$ cat src/rtl/arcade_input_decoder_pkg.sv
// arcade_input_pkg
// Shared constants for the arcade input decoder: PS/2 scan codes and
// prefixes, joystick bit positions, key-state vector layout and the coin
// FSM state type.
package arcade_input_pkg;

  // PS/2 set-2 scan codes (low byte only; the extended flag is separate)
  localparam logic [7:0] KEY_UP     = 8'h75;
  localparam logic [7:0] KEY_DOWN   = 8'h72;
  localparam logic [7:0] KEY_LEFT   = 8'h6B;
  localparam logic [7:0] KEY_RIGHT  = 8'h74;
  localparam logic [7:0] KEY_FIRE_A = 8'h29;
  localparam logic [7:0] KEY_FIRE_B = 8'h14;
  localparam logic [7:0] KEY_START1 = 8'h05;
  localparam logic [7:0] KEY_START2 = 8'h06;
  localparam logic [7:0] PFX_BREAK  = 8'hF0;
  localparam logic [7:0] PFX_EXT    = 8'hE0;

  // Joystick word bit positions
  localparam int JOY_RIGHT  = 0;
  localparam int JOY_LEFT   = 1;
  localparam int JOY_DOWN   = 2;
  localparam int JOY_UP     = 3;
  localparam int JOY_FIRE   = 4;
  localparam int JOY_START1 = 5;
  localparam int JOY_START2 = 6;

  // Layout of the keyboard key-state vector
  localparam int KS_UP     = 0;
  localparam int KS_DOWN   = 1;
  localparam int KS_LEFT   = 2;
  localparam int KS_RIGHT  = 3;
  localparam int KS_FIRE   = 4;
  localparam int KS_START1 = 5;
  localparam int KS_START2 = 6;
  localparam int KS_WIDTH  = 7;

  // Coin FSM encodings, kept as plain constants for older tooling
  localparam logic [1:0] ST_IDLE     = 2'd0;
  localparam logic [1:0] ST_COIN     = 2'd1;
  localparam logic [1:0] ST_WAIT_REL = 2'd2;

  typedef enum logic [1:0] {
    IDLE     = ST_IDLE,
    COIN     = ST_COIN,
    WAIT_REL = ST_WAIT_REL
  } coin_state_t;

endpackage

$ cat src/rtl/arcade_input_decoder_if.sv
// arcade_input_decoder_if
// Bundles the host-side inputs and game-side outputs of the decoder.
//   ps2_key     65-bit PS/2 event word from hps_io
//   joystick_0  player-1 joystick word
//   joystick_1  player-2 joystick word
//   rotate      1 = horizontal orientation
//   in0, in1    active-low game input bytes
//   coin_busy   coin FSM not idle
// master drives the host inputs, slave is the decoder.
interface arcade_input_decoder_if;
  logic [64:0] ps2_key;
  logic [15:0] joystick_0;
  logic [15:0] joystick_1;
  logic        rotate;
  logic [7:0]  in0;
  logic [7:0]  in1;
  logic        coin_busy;

  modport master (
    output ps2_key, joystick_0, joystick_1, rotate,
    input  in0, in1, coin_busy
  );

  modport slave (
    input  ps2_key, joystick_0, joystick_1, rotate,
    output in0, in1, coin_busy
  );
endinterface

$ cat src/rtl/arcade_input_decoder_ps2_btn_latch.sv
// ps2_btn_latch
// Tracks make/break events from the PS/2 key word and keeps one state bit
// per mapped game key.
//   i_clk     system clock
//   i_reset   synchronous active-high reset
//   i_ps2Key  65-bit PS/2 event word
//   o_keys    key-state vector, layout KS_* from arcade_input_pkg
module ps2_btn_latch
  import arcade_input_pkg::*;
(
  input  logic                i_clk,
  input  logic                i_reset,
  input  logic [64:0]         i_ps2Key,
  output logic [KS_WIDTH-1:0] o_keys
);

  logic                r_oldToggle;
  logic [KS_WIDTH-1:0] r_keys;
  logic                w_event;
  logic                w_pressed;
  logic                w_extended;
  logic [8:0]          w_code;

  // A break code carries F0 as its prefix, so the extended marker of a
  // release sits one byte further back. Multi-byte sequences such as
  // PRNSCR/PAUSE are squashed to code 0, which matches no key.
  assign w_event    = r_oldToggle != i_ps2Key[64];
  assign w_pressed  = i_ps2Key[15:8] != PFX_BREAK;
  assign w_extended = w_pressed ? (i_ps2Key[15:8] == PFX_EXT)
                                : (i_ps2Key[23:16] == PFX_EXT);
  assign w_code     = (i_ps2Key[63:24] != 40'd0) ? 9'd0
                                                 : {w_extended, i_ps2Key[7:0]};

  // The toggle shadow loads even during reset so that a toggle already
  // flipped while in reset does not look like a fresh event afterwards.
  // Arrow keys match with either extended value; the rest must be plain.
  always_ff @(posedge i_clk) begin
    r_oldToggle <= i_ps2Key[64];
    if (i_reset) begin
      r_keys <= '0;
    end else if (w_event) begin
      if (w_code[7:0] == KEY_UP)    r_keys[KS_UP]    <= w_pressed;
      if (w_code[7:0] == KEY_DOWN)  r_keys[KS_DOWN]  <= w_pressed;
      if (w_code[7:0] == KEY_LEFT)  r_keys[KS_LEFT]  <= w_pressed;
      if (w_code[7:0] == KEY_RIGHT) r_keys[KS_RIGHT] <= w_pressed;
      if (w_code == {1'b0, KEY_FIRE_A} || w_code == {1'b0, KEY_FIRE_B})
        r_keys[KS_FIRE] <= w_pressed;
      if (w_code == {1'b0, KEY_START1}) r_keys[KS_START1] <= w_pressed;
      if (w_code == {1'b0, KEY_START2}) r_keys[KS_START2] <= w_pressed;
    end
  end

  assign o_keys = r_keys;

endmodule

$ cat src/rtl/arcade_input_decoder.sv
// arcade_input_decoder
// Converts PS/2 key events and two joystick words into the active-low
// in0/in1 bytes of the pacman core, and turns a start press into a timed
// coin pulse.
//   clk_sys  system clock
//   reset    synchronous active-high reset
//   bus      arcade_input_decoder_if.slave (ps2_key, joystick_0/1, rotate
//            in; in0, in1, coin_busy out)
// Parameters: COIN_CYCLES = coin pulse length in clk_sys cycles,
//             CNT_W = counter width, 2**CNT_W must exceed COIN_CYCLES.
module arcade_input_decoder
  import arcade_input_pkg::*;
#(
  parameter int COIN_CYCLES = 2457600,
  parameter int CNT_W       = 22
) (
  input logic                   clk_sys,
  input logic                   reset,
  arcade_input_decoder_if.slave bus
);

  logic [KS_WIDTH-1:0] w_keys;
  logic [15:0]         w_joy;
  logic                w_unusedJoyBits;
  logic                w_up, w_down, w_left, w_right;
  logic                w_fire, w_start1, w_start2, w_anyStart;
  logic                w_startRise;
  coin_state_t         r_state, w_nextState;
  logic [CNT_W-1:0]    r_count, w_nextCount;
  logic                r_anyStart, r_startPrev;
  logic [7:0]          r_in0, r_in1;
  logic                r_coinBusy;

  ps2_btn_latch u_latch (
    .i_clk    (clk_sys),
    .i_reset  (reset),
    .i_ps2Key (bus.ps2_key),
    .o_keys   (w_keys)
  );

  assign w_joy           = bus.joystick_0 | bus.joystick_1;
  assign w_unusedJoyBits = ^w_joy[15:7];

  // Merge keyboard and joystick, then rotate the directions a quarter turn
  // when the cabinet is mounted horizontally.
  always_comb begin
    w_up    = w_keys[KS_UP]    | w_joy[JOY_UP];
    w_down  = w_keys[KS_DOWN]  | w_joy[JOY_DOWN];
    w_left  = w_keys[KS_LEFT]  | w_joy[JOY_LEFT];
    w_right = w_keys[KS_RIGHT] | w_joy[JOY_RIGHT];
    if (bus.rotate) begin
      w_up    = w_keys[KS_LEFT]  | w_joy[JOY_LEFT];
      w_down  = w_keys[KS_RIGHT] | w_joy[JOY_RIGHT];
      w_left  = w_keys[KS_DOWN]  | w_joy[JOY_DOWN];
      w_right = w_keys[KS_UP]    | w_joy[JOY_UP];
    end
  end

  assign w_fire      = w_keys[KS_FIRE]   | w_joy[JOY_FIRE];
  assign w_start1    = w_keys[KS_START1] | w_joy[JOY_START1];
  assign w_start2    = w_keys[KS_START2] | w_joy[JOY_START2];
  assign w_anyStart  = w_start1 | w_start2;
  assign w_startRise = r_anyStart & ~r_startPrev;

  // Coin sequencing: one pulse per start press. Edges arriving while a
  // pulse runs or while start is still held are ignored, and the counter
  // rests at zero whenever it is not counting.
  always_comb begin
    w_nextState = r_state;
    w_nextCount = r_count;
    case (r_state)
      IDLE: begin
        if (w_startRise) begin
          w_nextState = COIN;
          w_nextCount = CNT_W'(COIN_CYCLES - 1);
        end
      end
      COIN: begin
        if (r_count == '0) w_nextState = WAIT_REL;
        else               w_nextCount = r_count - 1'b1;
      end
      WAIT_REL: begin
        if (!r_anyStart) w_nextState = IDLE;
      end
      default: begin
        w_nextState = IDLE;
        w_nextCount = '0;
      end
    endcase
  end

  // All outputs come from flops. The start level is registered once before
  // edge detection, which puts the coin pulse two edges after the press.
  always_ff @(posedge clk_sys) begin
    if (reset) begin
      r_state     <= IDLE;
      r_count     <= '0;
      r_anyStart  <= 1'b0;
      r_startPrev <= 1'b0;
      r_in0       <= 8'hFF;
      r_in1       <= 8'hFF;
      r_coinBusy  <= 1'b0;
    end else begin
      r_state     <= w_nextState;
      r_count     <= w_nextCount;
      r_anyStart  <= w_anyStart;
      r_startPrev <= r_anyStart;
      r_in0       <= ~{2'b00, (r_state == COIN), w_fire, w_down, w_right,
                       w_left, w_up};
      r_in1       <= ~{1'b0, w_start2, w_start1, 5'b00000};
      r_coinBusy  <= (w_nextState != IDLE);
    end
  end

  assign bus.in0       = r_in0;
  assign bus.in1       = r_in1;
  assign bus.coin_busy = r_coinBusy;

endmodule
$ cat src/flat_wrapper.sv
// flat-port wrapper written by rule: the top's interface ports become plain ports
module arcade_input_decoder_flat import arcade_input_pkg::*;
#(
  parameter int COIN_CYCLES = 2457600,
  parameter int CNT_W       = 22
)
  (clk_sys, reset, bus_ps2_key, bus_joystick_0, bus_joystick_1, bus_rotate, bus_in0, bus_in1, bus_coin_busy);
  arcade_input_decoder_if bus_i ();
  input logic clk_sys;
  input logic reset;
  input wire logic [$bits(bus_i.ps2_key)-1:0] bus_ps2_key;
  input wire logic [$bits(bus_i.joystick_0)-1:0] bus_joystick_0;
  input wire logic [$bits(bus_i.joystick_1)-1:0] bus_joystick_1;
  input wire logic [$bits(bus_i.rotate)-1:0] bus_rotate;
  output wire logic [$bits(bus_i.in0)-1:0] bus_in0;
  output wire logic [$bits(bus_i.in1)-1:0] bus_in1;
  output wire logic [$bits(bus_i.coin_busy)-1:0] bus_coin_busy;
  assign bus_i.ps2_key = bus_ps2_key;
  assign bus_i.joystick_0 = bus_joystick_0;
  assign bus_i.joystick_1 = bus_joystick_1;
  assign bus_i.rotate = bus_rotate;
  assign bus_in0 = bus_i.in0;
  assign bus_in1 = bus_i.in1;
  assign bus_coin_busy = bus_i.coin_busy;
  arcade_input_decoder #(.COIN_CYCLES(COIN_CYCLES), .CNT_W(CNT_W)) u_core (.clk_sys(clk_sys), .reset(reset), .bus(bus_i));
endmodule
$ cat config.mk
export PLATFORM = sky130hd
export DESIGN_NAME = arcade_input_decoder_flat
export DESIGN_NICKNAME = d
export VERILOG_FILES = /design/src/rtl/arcade_input_decoder_pkg.sv /design/src/rtl/arcade_input_decoder_if.sv /design/src/rtl/arcade_input_decoder_ps2_btn_latch.sv /design/src/rtl/arcade_input_decoder.sv /design/src/flat_wrapper.sv
export SDC_FILE = /design/constraint.sdc
export NUM_CORES = 1
export LEC_CHECK = 0
export CAP_MARGIN = 5
export CORE_AREA = 2 2 77 79
export DETAILED_ROUTE_END_ITERATION = 10
export DIE_AREA = 0 0 79 81
export MAX_ROUTING_LAYER = met4
export PLACE_DENSITY = 0.84
export SYNTH_ARGS = -nofsm -noshare
export SYNTH_HDL_FRONTEND = slang
export SYNTH_SLANG_ARGS = --single-unit
$ cat constraint.sdc
create_clock -name clk_sys -period 4 [get_ports clk_sys]
set_clock_uncertainty 0.05 [all_clocks]
set_input_delay 0.8 -clock clk_sys [delete_from_list [all_inputs] [get_ports clk_sys]]
set_output_delay 0.8 -clock clk_sys [all_outputs]
set_load 0.1 [all_outputs]
==> metrics.cfg <==
[status]
status = finished, final reports clean

[worst_setup_path]
cp_cell_sequence = clkdlybuf4s50_1
crit_arrival_ps = 1760
critical_path_buf_inv_count = 1
critPathRequiredTime_ps = 3150
slowest_stage = clkdlybuf4s50_1
crit_path_start_kind = flip-flop
crit_type = reg -> out
cp_slowest_stage_delay_ps = 1150
path_max_fanout = 1
worstSetupEndpointType = primary output
cpLargestDelayFamily = buffers and inverters

[detailed_routing]
via_count = 2368
vias_per_cell = 5.494
ant_nets = 0
drc = 0
routedWlPerCell_um = 14.27
first_iter_violations = 133
drtPass1Iterations = 4
drt-total-wl_um = 6152

[placed_design]
post-place-ws_ps = 1138
io_buffers = 90
place.gp.congestion = 0.8361
place_hpwl_um = 4843
dp.cells = 423

[logic_synthesis]
ys_seq_elements = 43
synth_area_leaders = dfxtp_1 (37%), nor4_1 (4.5%), mux2i_1 (3.8%), nand2_1 (3.2%), nor3_1 (3.0%)
synth_most_common_cell = dfxtp_1
synth_flop_cell = dfxtp_1
ys_warn_count = 0
syn-instance-count = 266
netlist.area_leader.share_pct = 36.60
synth_area_mm2 = 0.002352
async_flop_share_pct = 0
ys_types = 56
yosysSeqAreaShare_pct = 36.60
synth-edff-count = 0
synthTopCellsByCount = dfxtp_1 (43), nand2_1 (20), nor4_1 (17), nor3_1 (14)
synth_top_cell_by_area = dfxtp_1
avgSynthCellArea_um2 = 8.843

[pwr]
p_leak_nw = 1.289
ir_worst_vdd_v = 0.0003003
p_per_area_mw_per_mm2 = 362.1

[grt]
grt_antenna_before_repair = 0
grt_max_degree = 24
grt.total_usage_pct = 20.68
grt_overflow = 0
grt_pass1_vias = 2277
grt_first_pass_wirelength_um = 10370

[die]
fp.dieW_um = 79
coreArea_mm2 = 0.005675
row_count = 28
fp.dieH_um = 81
die_area_mm2 = 0.006399
ioPinCount = 117
start_util_pct = 41.45

[clocking]
htree_levels = 2
cts_setup_buffers = 0
ctsLongestPathBuffers = 2
root_buffer = clkbuf_8
cts_made_buffers = 5
cts_resized = 0
clock_latency_ps = 300
clk_pin_slew_ps = 90
clkSinkCount = 43
cts_tree = built
cts.hold.buffers_added = 0

[run]
cap_violations = 0

[sta]
tightestPinTransition_ps = 1009
setup_viol = 0
finalSetupTns_ps = 0
rsz0062_at_grt = false
fin_crit_sh_pct = 65.37
slew_viol_final = 0
fmax_ghz = 0.3825
slew_headroom_pct = 32.56
hold_viol_final = 0
fin_crit_ps = 2615
fin_ws_ps = 1385

[cells_and_area]
drive_above_1_share_pct = 7.303
syn2layout_area_growth_pct = 44.20
diodes = 0
fin_util_pct = 59.77
fill_cells = 510
regArea_um2 = 860.8
fin_nets = 456
multi_input_area_mm2 = 0.001375
fin_cells = 431

[hold_path]
hold_class = reg -> reg

path summary, 6_finish.rpt:
path	to	cells past startpoint	start	slack [ps]
max	bus_in0[5]	1	u_core.bus.in0[5]	1390
min reg2reg	u_core.r_count[12]	2	u_core.r_count[12]	430
max reg2reg	u_core.r_count[6]	7	u_core.r_count[0]	1640
min	u_core.r_count[12]	2	u_core.r_count[12]	430
through the flow:
step                      hold WS, ps  total power [W]  instance area [µm²]
after floorplan                 392.3        0.0007697                 2379
after global placement          403.0        0.0008853                 3279
after detailed placement        417.6        0.0008961                 3279
after CTS                       431.0         0.001228                 3392
after global routing            465.7         0.001287                 3392
final                           428.1         0.001228                 3392
where the power goes:
part	internal, W	total, W	switching, W
clock network	0.000186	0.000338	0.000153
registers	0.000471	0.000523	0.0000524
logic	0.000160	0.000367	0.000207
total	0.000817	0.00123	0.000411
cells by family (layout without fill, tap and decap cells):
| kind of cell | after synthesis | after routing | share of synthesized area [%] |
|---|---|---|---|
| other cells | 1 | 8 | 0.1594 |
| buf+inv | 27 | 110 | 6.064 |
| mux | 9 | 9 | 3.830 |
| simple gates | 116 | 116 | 29.95 |
| flops | 43 | 43 | 36.60 |
| compound gates | 68 | 68 | 22.50 |
| xor+xnor | 1 | 1 | 0.3724 |
| fa+ha+maj | 1 | 1 | 0.5318 |
worst min-delay path: stages (launching register included):
cell and delay, ps:
dfxtp_1 330, inv_1 50, o21ai_1 60
area by class of cell:
cell class,count,area share (%)
multi-input cells,203,40.54
clock inverters,3,1.291
well taps,75,2.767
clock buffers,5,2.029
inverters,11,1.217
flip-flops and latches,43,25.38
repair buffers,91,26.78
layer usage:
metal / track usage (%) / part of all wire [%]
met1: 24.86 / 44
met2: 35.34 / 50
met3: 3.889 / 4.3
met4: 6.379 / 1.5
met5: - / 0
registers in the layout, summed over array words and instances (netlist names):
name                        count
u_core.r_startPrev              1
u_core.bus.in0                  6
u_core.bus.in1                  2
u_core.u_latch.o_keys           7
u_core.bus.coin_busy            1
u_core.r_count                 22
u_core.u_latch.r_oldToggle      1
u_core.r_anyStart               1
u_core.r_state                  2
placed cells by master, fill, tap and decap left out, drive strengths merged, types with 5 or more instances in the layout:
cell | Yosys | final
nand3 | 9 | 9
or2 | 5 | 5
a211o | 6 | 6
o21ai | 14 | 14
nor2 | 6 | 6
a21oi | 7 | 7
nor4 | 19 | 19
inv | 11 | 11
nand2b | 9 | 9
or4 | 5 | 5
a21o | 6 | 6
nor3 | 15 | 15
nand2 | 20 | 20
dfxtp | 43 | 43
nor2b | 5 | 5
mux2i | 9 | 9
clkdlybuf4s50 | 0 | 90
clkbuf | 6 | 5
conb | 1 | 8
nand4 | 10 | 10
Power figures use the tool's default switching activity.
